**src/rtl/pulse_flasher.sv**
```systemverilog
// pulse_flasher: turns single-cycle event pulses into visible LED flashes.
// Each event gives ON_CYCLES of led_out high followed by OFF_CYCLES of dark gap.
// Events that arrive during a flash are queued in a saturating pending counter.
// When the counter is full, further events are dropped and the sticky overflow flag is set.
// Optional feature macro PULSE_SYNC_EN: pulse_in is then a raw asynchronous
// level. It passes through a two-flop synchronizer, and each rising edge is one event.
module pulse_flasher #(
  parameter int ON_CYCLES  = 25_000_000,
  parameter int OFF_CYCLES = 25_000_000,
  parameter int PEND_W     = 4
) (
  input  logic              clk,
  input  logic              reset,
  input  logic              pulse_in,
  output logic              led_out,
  output logic              busy,
  output logic [PEND_W-1:0] pending,
  output logic              overflow
);

  localparam int MAX_CYCLES = (ON_CYCLES > OFF_CYCLES) ? ON_CYCLES : OFF_CYCLES;
  localparam int TIMER_W    = $clog2(MAX_CYCLES + 1);

  localparam logic [TIMER_W-1:0] ON_LOAD    = TIMER_W'(ON_CYCLES - 1);
  localparam logic [TIMER_W-1:0] OFF_LOAD   = TIMER_W'(OFF_CYCLES - 1);
  localparam logic [TIMER_W-1:0] TIMER_ONE  = TIMER_W'(1);
  localparam logic [PEND_W-1:0]  PEND_ONE   = PEND_W'(1);
  localparam logic [PEND_W-1:0]  PEND_MAX   = {PEND_W{1'b1}};

  typedef enum logic [1:0] {
    ST_IDLE = 2'd0,
    ST_ON   = 2'd1,
    ST_GAP  = 2'd2
  } state_e;

  state_e               state_q, state_d;
  logic [TIMER_W-1:0]   timer_q, timer_d;
  logic [PEND_W-1:0]    pending_q, pending_d;
  logic                 overflow_q, overflow_d;
  logic                 led_q, led_d;
  logic                 busy_q, busy_d;

  logic                 ev;
  logic                 timer_done;
  logic                 start;

`ifdef PULSE_SYNC_EN
  logic s1_q, s1_d;
  logic s2_q, s2_d;
  logic s3_q, s3_d;

  // Shift the raw level through the synchronizer and edge-detect delay stage
  always_comb begin
    s1_d = pulse_in;
    s2_d = s1_q;
    s3_d = s2_q;
  end

  // Synchronizer flops; cleared by reset so no stale edge appears after release
  always_ff @(posedge clk or posedge reset) begin
    if (reset) begin
      s1_q <= 1'b0;
      s2_q <= 1'b0;
      s3_q <= 1'b0;
    end else begin
      s1_q <= s1_d;
      s2_q <= s2_d;
      s3_q <= s3_d;
    end
  end

  assign ev = s2_q & ~s3_q;
`else
  assign ev = pulse_in;
`endif

  assign timer_done = (timer_q == '0);

  // A flash may begin from IDLE or on the final gap cycle, provided there is work to do
  assign start = ((state_q == ST_IDLE) || ((state_q == ST_GAP) && timer_done)) &&
                 ((pending_q != '0) || ev);

  // Sequence the flash phases and count down the phase timer
  always_comb begin
    state_d = state_q;
    timer_d = timer_q;
    case (state_q)
      ST_IDLE: begin
        if (start) begin
          state_d = ST_ON;
          timer_d = ON_LOAD;
        end
      end
      ST_ON: begin
        if (timer_done) begin
          state_d = ST_GAP;
          timer_d = OFF_LOAD;
        end else begin
          timer_d = timer_q - TIMER_ONE;
        end
      end
      ST_GAP: begin
        if (timer_done) begin
          if (start) begin
            state_d = ST_ON;
            timer_d = ON_LOAD;
          end else begin
            state_d = ST_IDLE;
            timer_d = '0;
          end
        end else begin
          timer_d = timer_q - TIMER_ONE;
        end
      end
      default: begin
        state_d = ST_IDLE;
        timer_d = '0;
      end
    endcase
  end

  // Maintain the queue of waiting events: one update covers both the arrival and the consumption of an event
  always_comb begin
    pending_d  = pending_q;
    overflow_d = overflow_q;
    if (ev && !start) begin
      if (pending_q == PEND_MAX) begin
        overflow_d = 1'b1;
      end else begin
        pending_d = pending_q + PEND_ONE;
      end
    end else if (!ev && start) begin
      pending_d = pending_q - PEND_ONE;
    end
  end

  // Derive the registered outputs from the next state so they line up with the state register
  always_comb begin
    led_d  = (state_d == ST_ON);
    busy_d = (state_d != ST_IDLE);
  end

  // State and output registers; reset aborts any flash immediately
  always_ff @(posedge clk or posedge reset) begin
    if (reset) begin
      state_q    <= ST_IDLE;
      timer_q    <= '0;
      pending_q  <= '0;
      overflow_q <= 1'b0;
      led_q      <= 1'b0;
      busy_q     <= 1'b0;
    end else begin
      state_q    <= state_d;
      timer_q    <= timer_d;
      pending_q  <= pending_d;
      overflow_q <= overflow_d;
      led_q      <= led_d;
      busy_q     <= busy_d;
    end
  end

  assign led_out  = led_q;
  assign busy     = busy_q;
  assign pending  = pending_q;
  assign overflow = overflow_q;

endmodule

```
**config.mk**
```make
export PLATFORM = sky130hd
export DESIGN_NAME = pulse_flasher
export DESIGN_NICKNAME = d
export VERILOG_FILES = /design/src/rtl/pulse_flasher.sv
export SDC_FILE = /design/constraint.sdc
export NUM_CORES = 1
export LEC_CHECK = 0
export ABC_AREA = 1
export CAP_MARGIN = 20
export CORE_MARGIN = 3
export CORE_UTILIZATION = 61
export CTS_BUF_LIST = sky130_fd_sc_hd__clkbuf_16
export DETAILED_ROUTE_END_ITERATION = 6
export PLACE_DENSITY = 0.88
export SYNTH_ARGS = -nofsm -noshare
export SYNTH_HDL_FRONTEND = slang
export SYNTH_SLANG_ARGS = --single-unit
```
**constraint.sdc**
```tcl
create_clock -name clk -period 2.5 [get_ports clk]
set_input_delay 0.25 -clock clk [delete_from_list [all_inputs] [get_ports clk]]
set_output_delay 0.25 -clock clk [all_outputs]
set_load 0.02 [all_outputs]
```
Word-level counts from Yosys, hierarchy flattened:

Cells that the tools add are included.

* latch bits: 0
* input bits: 3
* memory bits (read-only): 0
* memories kept: 0
* RAM bits: 0
* flip-flop bits (word level): 34

* multipliers: 0
* order comparisons: 0
* mux-type cells: 13
* $add $sub $neg: 3
* div/mod/pow operators: 0
* equality and inequality tests: 6
* reductions and logical operators: 15
* shifts and indexed selects: 0
* bitwise gates (word level): 0

Operator list (number)
* two-way mux 25 bit: 4
* case mux 25 bit (3 select lines): 1
* logical NOT 25 bit: 1
* subtractor 25 x 1 -> 25 bit, second input constant: 1
* two-way mux 4 bit: 3
* two-way mux 2 bit: 3
* case mux 2 bit (3 select lines): 1
* adder 4 x 1 -> 4 bit, second input constant: 1
* == test 2 x 1 -> 1 bit, second input constant: 2
* == test 4 bit, second input constant: 1
* logical AND 1 bit: 4
* inequality test 2 bit, second input constant: 2
* AND reduction 2 bit: 2
* nonzero test 2 bit: 2
* nonzero test 4 bit: 1
* subtractor 4 x 1 -> 4 bit, second input constant: 1
* == test 2 bit, second input constant: 1
* logical NOT 1 bit: 2
* logical NOT 2 bit: 1
* logical OR 1 bit: 2
* two-way mux 1 bit: 1

Longest topological paths before layout:

Gate-level depths: netlist (run 1).

* depth after elaboration: 8
* gate-level depth with buffers: 19
* mapped depth without buffers: 19

Least setup slack after synthesis (run 1):

Ideal clock, no wire load.

* path type: register to register
* start: register timer_q[0]
* end: register pending_q[3], in the netlist pending[3]
* setup time: 0.117 ns
* path slack: 0.243 ns
* cell stages (with the launch flop): 20
* required time: 2.383 ns
* arrival time: 2.140 ns
* period minus slack after synthesis: 2.257 ns
* cells stage by stage: dfrtp_1 inv_1 ha_1 inv_1 nor2_1 nand2_1 nor2_2 nand3_4 nand2_4 nand2_4 nand2_1 ha_1 nand2_1 nand2_1 a31oi_1 inv_1 nand2_1 nand3_2 nand2_1 nand2_1

* longest elaborated chain between the ends: 8
* elaborated cells on any way between the ends: 11
* those cells by class: eq/ne: 1; mux: 1; reduce/logical: 9

Ends and longest elaborated chain
* start, declared: RTL line 37 `logic [TIMER_W-1:0] timer_q, timer_d;`
* start signal, assigned: RTL line 154 `timer_q <= timer_d;`
* logical NOT 25 bit (*): RTL line 77 `assign timer_done = (timer_q == '0);`
* logical AND 1 bit (*): RTL line 80 `assign start = ((state_q == ST_IDLE) || ((state_q == ST_GAP) && timer_done)) &&`
* logical OR 1 bit (*): RTL line 80
* logical AND 1 bit (*): RTL line 80
* logical NOT 1 bit: RTL line 126 `if (ev && !start) begin`
* logical AND 1 bit: RTL line 126
* inequality test 2 bit (no source line) or nonzero test 2 bit (tied branches)
* AND reduction 2 bit (no source line)
* end signal, assigned: RTL line 155 `pending_q <= pending_d;`
* end, declared: RTL line 38 `logic [PEND_W-1:0] pending_q, pending_d;`

Mark *: on every way between the ends. The rest lies on a longest branch, timed or not.
A chain may end at the register's enable or synchronous reset.

Worst setup path after layout (run 1):

* start: register timer_q[1]
* end: register pending_q[3], in the netlist pending[3]

The elaborated chain is that of the path after synthesis.

==> run summary, run 1 <==
global-route wire length before repair: 9110 um
nets in the synthesized netlist: 337
Yosys Warn Count: 0
dpl hpwl: 3640 um
routability congestion estimate from global placement: 0.876
worst setup timing slack at the placement stage: 0.0668 ns
maximum fanout count along the critical path: 6
Std-Cell Core Area: 3520 um2
area of placed instances: 2510 um2
distinct cell type count after synthesis: 31
number of global-route vias before repair: 2019
Hold Slack: 0.381 ns
power density normalized to cell area: 597 nW/um2
clock network latency to the later pin of the worst-skew pair: 0.28 ns
number of failing hold endpoints at the final stage: 0
area of the mapped netlist: 2350 um2
worst slew margin relative to its limit: 0.662
result of the run: finished, final reports clean
starting DRC count in detailed routing: 145
max-capacitance violation count: 0
portion of netlist area occupied by mux cells: 0
clock buffer count from CTS: 5
final worst path period share: 0.926
required arrival time at the worst endpoint: 2.67 ns
worst setup path category: register to register
endpoint arrival time on the critical path: 2.49 ns
antenna violations before repair: 0
maximum clock skew at final layout: 0.00843 ns
buffer depth of the longest clock path: 2
number of remaining DRC errors: 0
Util after Layout: 0.758
synthesized instance count: 329
I/O Buffers: 9
xor and xnor fraction of the mapped netlist area: 0.0261
floorplan die width: 68.0 um
pin count of the biggest net entering global routing: 35
number of cells in the finished layout apart from fillers: 392
Seq cells post-synth: 34
synthesized area divided by synthesized cell count: 7.13 um2
Antenna Violating Nets Remaining: 0
total routing usage reported by global routing: 0.263
starting density of the core: 0.667
clock tree sinks: 34
Simple-Gate Fraction of Synth Area: 0.391
number of setup buffers added after CTS: 0
total inserted antenna cells: 0
io pins: 10
clock tree from TritonCTS: built
count of placed standard cells including taps: 384
routed wirelength normalized by instance count: 13.9 um
final worst path period need: 2.32 ns
Worst Reg-to-Reg Cells: 19
share of synthesized area occupied by flip-flops and latches: 0.362
root buffer cell: sky130_fd_sc_hd__clkbuf_16
Worst setup SP type: register
# rows: 21
drt total wl: 5460 um
share of synthesized registers carrying an async set or reset: 1.00
clock slew at the register clock pins of the worst setup and hold paths: 0.05 ns
transition time at the pin with the least slew margin: 0.506 ns
number of fill cells: 265
gr ovfl total: 0
area overhead of the layout relative to synthesis: 13.8%
detailed-route via count: 2218
Final Worst Setup Slack: 0.184 ns
most common cell after layout, fill and taps aside: sky130_fd_sc_hd__nand2_1
number of levels in the clock H-tree: 2
Hold WC Path Type: input pin to asynchronous set/reset pin
Final #Nets: 353
share of synthesized cell area in full adder, half adder and majority cells: 0.0299
count of flip-flops with a built-in enable after synthesis: 0
achievable clock frequency: 0.432 GHz
total die area: 4630 um2
top flip-flop cell by instance count after synthesis: sky130_fd_sc_hd__dfrtp_1
Worst setup EP type: register
via density per instance: 5.66
combinational family with the most area after synthesis: simple AND/OR/NAND/NOR gates
ratio of cells with drive above 1 in the final layout: 0.156
static leakage power: 1.32 nW
endpoints failing setup: 0
post-layout instance area: 2670 um2
largest vdd supply drop: 0.486 mV
Die Y: 68.0 um
fraction of the mapped netlist area in compound gates: 0.106
most frequent cells in the layout: sky130_fd_sc_hd__nand2_1 (91), sky130_fd_sc_hd__inv_1 (41), sky130_fd_sc_hd__dfrtp_1 (34)
number of max-slew violations in the final report: 0
first drt pass iteration count: 4
## critical path, stage by stage, from the launching register on
cell                      delay [ns]
sky130_fd_sc_hd__dfrtp_1        0.39
sky130_fd_sc_hd__inv_1          0.11
sky130_fd_sc_hd__ha_1           0.17
sky130_fd_sc_hd__inv_1          0.05
sky130_fd_sc_hd__nor2_1         0.08
sky130_fd_sc_hd__nand2_1        0.07
sky130_fd_sc_hd__nor2_2         0.12
sky130_fd_sc_hd__nand3_4        0.09
sky130_fd_sc_hd__nand2_4        0.08
sky130_fd_sc_hd__nand2_4        0.08
sky130_fd_sc_hd__nand2_4        0.10
sky130_fd_sc_hd__ha_4           0.22
sky130_fd_sc_hd__nand2_1        0.06
sky130_fd_sc_hd__nand2_1        0.06
sky130_fd_sc_hd__a31oi_2        0.18
sky130_fd_sc_hd__inv_1          0.06
sky130_fd_sc_hd__nand2_1        0.10
sky130_fd_sc_hd__nand3_2        0.08
sky130_fd_sc_hd__nand2_1        0.06
sky130_fd_sc_hd__nand2_1        0.04
## worst paths after layout
path                                               end              startpoint  slack [ns]
worst max register to register  pending[3]$_DFFE_PP0P_  timer_q[1]$_DFFE_PP0P_        0.18
worst min register to register    overflow$_DFFE_PP0P_    overflow$_DFFE_PP0P_        0.50
min in group clk                  overflow$_DFFE_PP0P_    overflow$_DFFE_PP0P_        0.50
worst min-delay path            pending[2]$_DFFE_PP0P_                   reset        0.38
max in group asynchronous       timer_q[6]$_DFFE_PP0P_                   reset        1.80
worst max-delay path            pending[3]$_DFFE_PP0P_  timer_q[1]$_DFFE_PP0P_        0.18
## stage by stage
step	setup TNS, ns	power [mW]
2_1_floorplan	0	0.841
3_3_place_gp	0	0.981
3_5_place_dp	0	0.990
4_1_cts	0	1.57
5_1_grt	-0.0106	1.68
6_report	0	1.59
## flip-flops by register name, summed over array words and instances (netlist names)
| signal | flops |
|---|---|
| timer_q | 25 |
| pending | 4 |
| state_q | 2 |
| busy | 1 |
| led_out | 1 |
| overflow | 1 |
## power breakdown
part | internal (mW) | total [mW] | leakage (nW) | switching, mW
Combinational | 0.171 | 0.368 | 0.847 | 0.197
Sequential | 0.592 | 0.643 | 0.402 | 0.0511
Clock | 0.360 | 0.582 | 0.0724 | 0.222
Total | 1.12 | 1.59 | 1.32 | 0.470
## logic make-up (layout without fill, tap and decap cells)
| logic type | Yosys count | after routing |
|---|---|---|
| buffers and inverters | 49 | 66 |
| and+or+nand+nor | 190 | 190 |
| AOI/OAI and AO/OA | 44 | 44 |
| DFF | 34 | 34 |
| adders and majority gates | 5 | 5 |
| xor gates and xnor gates | 7 | 7 |
## final cells by class
cell class	instances	area [um2]	area share
Inverter	42	158	0.0590
Clock buffer	5	125	0.0469
Multi-Input combinational cell	246	1320	0.496
Tap cell	46	57.6	0.0216
Clock inverter	3	12.5	0.00469
Timing Repair Buffer	16	143	0.0534
Sequential cell	34	851	0.319
## routing by layer
layer	track usage	vias to the layer above	wire, um
met5	0	-	0
met2	0.427	73	2600
li1	-	1084	-
met1	0.341	1047	2430
met4	0.102	0	147
met3	0.0558	14	273
## what timing repair did
item | 4_1_cts | 5_1_grt
gates resized for setup | 0 | 4
endpoints found under the setup margin | 0 | 1
hold buffers | 0 | 0
## synth_stat cells, types with 2 or more instances
| cell | count | share of area |
|---|---|---|
| sky130_fd_sc_hd__dfrtp_1 | 34 | 0.36 |
| sky130_fd_sc_hd__nand3b_1 | 3 | 0.0096 |
| sky130_fd_sc_hd__nor2_1 | 24 | 0.038 |
| sky130_fd_sc_hd__o21ai_2 | 2 | 0.0075 |
| sky130_fd_sc_hd__nand2_1 | 92 | 0.15 |
| sky130_fd_sc_hd__nand3_1 | 23 | 0.049 |
| sky130_fd_sc_hd__o21ai_0 | 7 | 0.015 |
| sky130_fd_sc_hd__nor2_4 | 5 | 0.024 |
| sky130_fd_sc_hd__inv_1 | 40 | 0.064 |
| sky130_fd_sc_hd__o21ai_1 | 13 | 0.028 |
| sky130_fd_sc_hd__xor2_1 | 6 | 0.022 |
| sky130_fd_sc_hd__ha_1 | 4 | 0.021 |
| sky130_fd_sc_hd__buf_2 | 6 | 0.013 |
| sky130_fd_sc_hd__nor3_1 | 5 | 0.011 |
| sky130_fd_sc_hd__nor2_2 | 15 | 0.040 |
| sky130_fd_sc_hd__a21oi_1 | 14 | 0.030 |
| sky130_fd_sc_hd__nand2_4 | 2 | 0.0096 |
| sky130_fd_sc_hd__inv_2 | 2 | 0.0032 |
| sky130_fd_sc_hd__nand2_2 | 8 | 0.021 |
| sky130_fd_sc_hd__nand4_1 | 9 | 0.024 |
| sky130_fd_sc_hd__a31oi_1 | 3 | 0.0080 |
| sky130_fd_sc_hd__o22ai_1 | 3 | 0.0080 |
Power figures use the tool's default switching activity.
==> run 2, diff against run 1 <==
Settings changed: ABC_AREA 1 to not set, CELL_PAD_IN_SITES_DETAIL_PLACEMENT set to 1, CELL_PAD_IN_SITES_GLOBAL_PLACEMENT set to 2, CORE_UTILIZATION 61 to 39, PLACE_DENSITY 0.88 to 0.87.
==> run 2 against run 1 <==
Against the previous run:
- the run now ends with setup timing left
- clock skew is 0.00098 ns lower
- via count is 3.0% lower
- sequential share of layout area is 3.3 points lower
- utilization shrank 22 points
- clock power up 2%
- first-iteration DRC count increased by 4.1%
==> run summary, run 2 <==
Power Internal: 1.52 mW (+36%)
Antenna Violating Nets Remaining: 0 (unchanged)
share of synthesized registers carrying an async set or reset: 1.00 (unchanged)
clock tree sinks: 34 (unchanged)
gr ovfl total: 0 (unchanged)
buffer depth of the longest clock path: 2 (unchanged)
global-route wire length before repair: 11900 um (+31%)
io pins: 10 (unchanged)
total die area: 6810 um2 (+47%)
met2 usage in global routing: 0.413 (-0.0145)
result of the run: finished with violations
ratio of cells with drive above 1 in the final layout: 0.296 (+0.140)
power density normalized to cell area: 807 nW/um2 (+35%)
CP startpoint: timer_q[13]$_DFFE_PP0P_
first drt pass iteration count: 4 (unchanged)
Worst setup SP type: register
number of max-slew violations in the final report: 0 (unchanged)
routability congestion estimate from global placement: 0.798 (-8.9%)
Die Y: 82.5 um (+21%)
clock buffer count from CTS: 5 (unchanged)
most common cell in the synthesized netlist: sky130_fd_sc_hd__dfrtp_1
top flip-flop cell by instance count after synthesis: sky130_fd_sc_hd__dfrtp_1
top-area cell type share of the netlist area: 0.372 (+0.00993)
most common cell after layout, fill and taps aside: sky130_fd_sc_hd__buf_4
total inserted antenna cells: 0 (unchanged)
cts hold-fix bufs: 0 (unchanged)
required arrival time at the worst endpoint: 2.70 ns (+0.03 ns)
static leakage power: 1.27 nW (-3.6%)
count of flip-flops with a built-in enable after synthesis: 0 (unchanged)
number of global-route vias before repair: 2347 (+16%)
area overhead of the layout relative to synthesis: 30.8%
max reg flops: 25 (unchanged)
Worst Reg-to-Reg Cells: 10 (-9)
overall power consumption: 2.41 mW (+51%)
worst slew margin relative to its limit: 0.651 (-0.0105)
top register by number of flip-flops: timer_q
commonest cells in the synthesized netlist: sky130_fd_sc_hd__dfrtp_1 (34), sky130_fd_sc_hd__nor2_1 (24), sky130_fd_sc_hd__inv_1 (11), sky130_fd_sc_hd__nand3_1 (10), sky130_fd_sc_hd__nor3_1 (10)
Clk pwr share: 0.246 (-0.119)
met3 usage in global routing: 0.0380 (-0.0179)
most frequent cells in the layout: sky130_fd_sc_hd__buf_4 (52), sky130_fd_sc_hd__dfrtp_1 (33), sky130_fd_sc_hd__nor2_1 (24)
starting density of the core: 0.410 (-0.257)
via density per instance: 5.83 (+3.1%)
final sum of negative setup slack: -0.111 ns (-0.111 ns)
highest-utilization routing layer at the global route stage: met2
Final Worst Setup Slack: -0.111 ns (-0.295 ns)
final worst path period share: 1.04 (+0.118)
Std-Cell Core Area: 5570 um2 (+58%)
antenna violations before repair: 0 (unchanged)
number of failing hold endpoints at the final stage: 0 (unchanged)
Flop pwr share: 0.344 (-0.060)
cells taking the most area after synthesis: sky130_fd_sc_hd__dfrtp_1 (37%), sky130_fd_sc_hd__nor2_1 (3.9%), sky130_fd_sc_hd__nor4_4 (2.8%)
I/O Buffers: 9 (unchanged)
starting DRC count in detailed routing: 151 (+4.1%)
FF+latch area: 852 um2 (+0.15%)
sw power: 0.889 mW (+89%)
Hold WC Path Type: input pin to asynchronous set/reset pin
clock network latency to the later pin of the worst-skew pair: 0.28 ns (about the same)
Final #Nets: 304 (-14%)
area of the multi-input gates: 1360 um2 (+3.0%)
maximum clock skew at final layout: 0.00746 ns (-0.000976 ns)
root buffer cell: sky130_fd_sc_hd__clkbuf_16
number of remaining DRC errors: 0 (unchanged)
Seq cells post-synth: 34 (unchanged)
Yosys Warn Count: 0 (unchanged)
largest vdd supply drop: 0.493 mV (+1.6%)
number of fill cells: 648 (+140%)
max-capacitance violation count: 0 (unchanged)
detailed-route via count: 2152 (-3.0%)
clock tree from TritonCTS: built
number of levels in the clock H-tree: 2 (unchanged)
Global Route met1 Usage: 0.301 (-0.0401)
maximum fanout count along the critical path: 3 (-3)
# rows: 27 (+29%)
Sw Share: 0.368 (+0.0733)
failing checks: setup timing
total routing usage reported by global routing: 0.236 (-0.0267)
share of synthesized area occupied by flip-flops and latches: 0.372 (+0.00993)
synthesized instance count: 240 (-27%)
worst setup path category: register to register
Combinational Power Share: 0.410 (+0.179)
floorplan die width: 82.5 um (+21%)
final worst path period need: 2.61 ns (+0.295 ns)
Worst setup EP type: register
drt total wl: 7240 um (+33%)
endpoints failing setup: 1 (+1)
endpoint arrival time on the critical path: 2.81 ns (+0.32 ns)
clock slew at the register clock pins of the worst setup and hold paths: 0.06 ns (about the same)
achievable clock frequency: 0.383 GHz (-11%)
distinct cell type count after synthesis: 62 (+100%)
area of the mapped netlist: 2280 um2 (-2.7%)
post-synthesis cell type with the largest combined area: sky130_fd_sc_hd__dfrtp_1
dpl hpwl: 5260 um (+44%)
pin count of the biggest net entering global routing: 35 (unchanged)
worst reg2reg startpoint: timer_q[13]$_DFFE_PP0P_
transition time at the pin with the least slew margin: 0.519 ns (+0.0130 ns)
synthesized area divided by synthesized cell count: 9.52 um2 (+33%)
routed wirelength normalized by instance count: 19.6 um (+41%)
unrepaired setup endpoints after global routing: yes
nets in the synthesized netlist: 248 (-26%)
[run 2: changes by cell type after synthesis, moves of 5 or more]
cell	change
sky130_fd_sc_hd__nand2_1	-87
sky130_fd_sc_hd__inv_1	-29
sky130_fd_sc_hd__nor2_2	-14
sky130_fd_sc_hd__nand3_1	-13
sky130_fd_sc_hd__clkbuf_1	+7
sky130_fd_sc_hd__a211oi_1	+6
sky130_fd_sc_hd__and3_1	+6
sky130_fd_sc_hd__a21oi_1	-5
sky130_fd_sc_hd__nand2_2	-5
sky130_fd_sc_hd__nor2_4	-5
sky130_fd_sc_hd__nor3_1	+5
sky130_fd_sc_hd__o31ai_1	+5
sky130_fd_sc_hd__xnor2_1	+5
[run 2: timing repair]
action | 4_1_cts | 5_1_grt
setup endpoints to repair | 1 | 3
resized for setup | 3 | 2
pin swaps | 5 | 0
setup buffers | 3 | 0
[run 2: layout make-up]
| class | instances | share of cell area |
|---|---|---|
| timing repair buffer | 62 | 0.168 |
| tap | 72 | 0.0302 |
| inverter | 12 | 0.0151 |
| clock inverter | 3 | 0.00377 |
| clock buffer | 5 | 0.0419 |
| sequential | 34 | 0.285 |
| multi-input combinational | 181 | 0.456 |
[run 2: power by group through the flow]
| stage | clock network, mW | logic (mW) | registers (mW) |
|---|---|---|---|
| after floorplan | 0 | 0.493 | 0.888 |
| after global placement | 0 | 0.930 | 0.826 |
| after detailed placement | 0 | 0.974 | 0.839 |
| after CTS | 0.596 | 0.995 | 0.831 |
| after global routing | 0.630 | 1.07 | 0.853 |
| final | 0.594 | 0.988 | 0.830 |
[run 2: per-stage QoR]
stage	cell area [um2]	instances	hold WS (ns)	setup slack [ns]	util
after detailed placement	2830	358	0.469	-0.136	0.507
after global routing	2990	369	0.444	-0.231	0.536
after floorplan	2330	240	0.392	-0.145	-
after global placement	2830	358	0.463	0.00510	0.507
final	2990	369	0.371	-0.111	0.536
after CTS	2990	369	0.402	-0.103	0.536
[run 2: critical path: stages, from the launching register on]
cell and delay, ns:
sky130_fd_sc_hd__dfrtp_2 0.43, sky130_fd_sc_hd__nor4_4 0.32, sky130_fd_sc_hd__and4b_2 0.32, sky130_fd_sc_hd__a21oi_4 0.07, sky130_fd_sc_hd__o21ai_2 0.16, sky130_fd_sc_hd__ha_1 0.25
sky130_fd_sc_hd__a21o_1 0.15, sky130_fd_sc_hd__a21o_1 0.16, sky130_fd_sc_hd__or3_1 0.31, sky130_fd_sc_hd__mux2i_1 0.19, sky130_fd_sc_hd__xor2_1 0.17
[run 2: logic make-up after synthesis]
group                      count (synthesis)  synth area share
AOI/OAI and AO/OA                         64             0.217
xor gates and xnor gates                  11            0.0422
adders and majority gates                  5            0.0307
buffers and inverters                     25            0.0482
DFF                                       34             0.372
muxes                                      5            0.0225
and+or+nand+nor                           96             0.267
[run 2: layer usage]
metal  share of wire  vias up
met5               0        -
met4           0.016        0
met2            0.50       22
met1            0.46     1104
met3           0.021        9
li1                -     1017
[run 2: final timing paths]
kind                       slack (ns)                      end
setup / recovery                -0.11   pending[3]$_DFFE_PP0P_
hold / removal                   0.37        led_out$_DFF_PP0_
setup reg to reg                -0.11   pending[3]$_DFFE_PP0P_
hold reg to reg                  0.48     overflow$_DFFE_PP0P_
max in group asynchronous        1.78  timer_q[13]$_DFFE_PP0P_
min in group clk                 0.48     overflow$_DFFE_PP0P_
==> run 3, diff against run 2 <==
Settings changed: MAX_ROUTING_LAYER set to met4, SLEW_MARGIN set to 20.
==> run 3 against run 2 <==
Against the previous run:
- the run still ends with setup timing left
- worst hold slack improved by 0.0025 ns
- via count increased by 1.6%
- die area unchanged
- clock power about the same
- final cell count unchanged
- critical endpoint unchanged
- largest power group unchanged
==> run summary, run 3 (synthesis gave the netlist of run 2 again) <==
clock buffer count from CTS: 5 (unchanged)
number of fill cells: 648 (unchanged)
met2 wire length: 3670 um (+0.55%)
clock tree from TritonCTS: built
first drt pass iteration count: 4 (unchanged)
Worst Reg-to-Reg Cells: 10 (unchanged)
via density per instance: 5.93 (+1.6%)
total inserted antenna cells: 0 (unchanged)
endpoints failing setup: 1 (unchanged)
FF+latch area: 852 um2 (unchanged)
cts hold-fix bufs: 0 (unchanged)
most common cell after layout, fill and taps aside: sky130_fd_sc_hd__buf_4
number of failing hold endpoints at the final stage: 0 (unchanged)
buffer depth of the longest clock path: 2 (unchanged)
largest vdd supply drop: 0.493 mV (about the same)
Std-Cell Core Area: 5570 um2 (unchanged)
Worst setup SP type: register
number of max-slew violations in the final report: 0 (unchanged)
Final #Nets: 304 (unchanged)
Die Y: 82.5 um (unchanged)
starting DRC count in detailed routing: 125 (-17%)
endpoint arrival time on the critical path: 2.81 ns (about the same)
number of remaining DRC errors: 0 (unchanged)
transition time at the pin with the least slew margin: 0.506 ns (-0.0132 ns)
result of the run: finished with violations
Antenna Violating Nets Remaining: 0 (unchanged)
area of the multi-input gates: 1360 um2 (unchanged)
total routing usage reported by global routing: 0.243 (+0.00732)
antenna violations before repair: 0 (unchanged)
total die area: 6810 um2 (unchanged)
area overhead of the layout relative to synthesis: 30.8% (unchanged)
# rows: 27 (unchanged)
achievable clock frequency: 0.383 GHz (about the same)
Util after Layout: 0.536 (unchanged)
maximum clock skew at final layout: 0.00779 ns (+0.000336 ns)
global-route wire length before repair: 11900 um (about the same)
root buffer cell: sky130_fd_sc_hd__clkbuf_16
pin count of the biggest net entering global routing: 35 (unchanged)
Worst setup EP type: register
number of levels in the clock H-tree: 2 (unchanged)
ratio of cells with drive above 1 in the final layout: 0.296 (unchanged)
number of global-route vias before repair: 2341 (-0.26%)
starting density of the core: 0.410 (unchanged)
worst slew margin relative to its limit: 0.660 (+0.00885)
worst setup path category: register to register
total routed wire length on the met1 layer: 3230 um (-2.5%)
static leakage power: 1.27 nW (unchanged)
dpl hpwl: 5260 um (unchanged)
drt total wl: 7250 um (+0.21%)
required arrival time at the worst endpoint: 2.70 ns (about the same)
max-capacitance violation count: 0 (unchanged)
I/O Buffers: 9 (unchanged)
clock slew at the register clock pins of the worst setup and hold paths: 0.06 ns (about the same)
unrepaired setup endpoints after global routing: yes
floorplan die width: 82.5 um (unchanged)
routed length on met3: 240 um (+57%)
final worst path period share: 1.04 (about the same)
routed wirelength normalized by instance count: 19.7 um (+0.21%)
power density normalized to cell area: 807 nW/um2 (about the same)
highest routed layer: met4
worst setup timing slack at the placement stage: -0.136 ns (unchanged)
final worst path period need: 2.61 ns (+0.00104 ns)
clock tree sinks: 34 (unchanged)
Final Worst Setup Slack: -0.112 ns (-0.00104 ns)
Hold WC Path Type: input pin to asynchronous set/reset pin
io pins: 10 (unchanged)
top register by number of flip-flops: timer_q
gr ovfl total: 0 (unchanged)
routability congestion estimate from global placement: 0.810 (+1.4%)
failing checks: setup timing
maximum fanout count along the critical path: 3 (unchanged)
clock network latency to the later pin of the worst-skew pair: 0.28 ns (about the same)
max reg flops: 25 (unchanged)
detailed-route via count: 2187 (+1.6%)
most frequent cells in the layout: sky130_fd_sc_hd__buf_4 (52), sky130_fd_sc_hd__dfrtp_1 (33), sky130_fd_sc_hd__nor2_1 (24)
==> run 3: cell type report <==
type	instances	area share
Sequential cell	34	0.285
Inverter	12	0.0151
Clock buffer	5	0.0419
Multi-Input combinational cell	181	0.456
Tap cell	72	0.0302
Timing Repair Buffer	62	0.168
Clock inverter	3	0.00377
==> run 3: where the power goes <==
group	switching, mW	internal [mW]	total (mW)
clock	0.235	0.359	0.594
sequential	0.152	0.679	0.831
combinational	0.501	0.486	0.986
==> run 3: worst paths after layout <==
kind	start	to	slack (ns)
worst min-delay path	reset	led_out$_DFF_PP0_	0.37
worst max register to register	timer_q[13]$_DFFE_PP0P_	pending[3]$_DFFE_PP0P_	-0.11
worst min register to register	overflow$_DFFE_PP0P_	overflow$_DFFE_PP0P_	0.48
max in group asynchronous	reset	timer_q[13]$_DFFE_PP0P_	1.77
worst max-delay path	timer_q[13]$_DFFE_PP0P_	pending[3]$_DFFE_PP0P_	-0.11
min in group clk	overflow$_DFFE_PP0P_	overflow$_DFFE_PP0P_	0.48
==> run 3: critical path: stages (launching register included) <==
cell	delay, ns
sky130_fd_sc_hd__dfrtp_2	0.43
sky130_fd_sc_hd__nor4_4	0.31
sky130_fd_sc_hd__and4b_2	0.32
sky130_fd_sc_hd__a21oi_4	0.07
sky130_fd_sc_hd__o21ai_2	0.16
sky130_fd_sc_hd__ha_1	0.25
sky130_fd_sc_hd__a21o_1	0.15
sky130_fd_sc_hd__a21o_1	0.16
sky130_fd_sc_hd__or3_1	0.31
sky130_fd_sc_hd__mux2i_1	0.19
sky130_fd_sc_hd__xor2_1	0.17
==> run 3: per-stage QoR <==
step,hold WS (ns),cell area [um2],cells,power (mW),TNS [ns]
2_1_floorplan,0.392,2330,240,1.38,-0.145
3_3_place_gp,0.463,2830,358,1.76,0
3_5_place_dp,0.469,2830,358,1.81,-0.136
4_1_cts,0.402,2990,369,2.42,-0.103
5_1_grt,0.441,2990,369,2.55,-0.307
6_report,0.374,2990,369,2.41,-0.112
==> run 3: timing repair <==
item | in CTS | in global routing
resized for setup | 3 | 2
setup buffers | 3 | 0
pin swaps | 5 | 0
setup endpoints to repair | 1 | 3
==> run 3: metal layers <==
| metal | vias up | global-route usage |
|---|---|---|
| li1 | 1014 | - |
| met1 | 1131 | 0.300 |
| met2 | 34 | 0.413 |
| met3 | 8 | 0.0380 |
| met4 | 0 | 0.0670 |
| met5 | - | - |
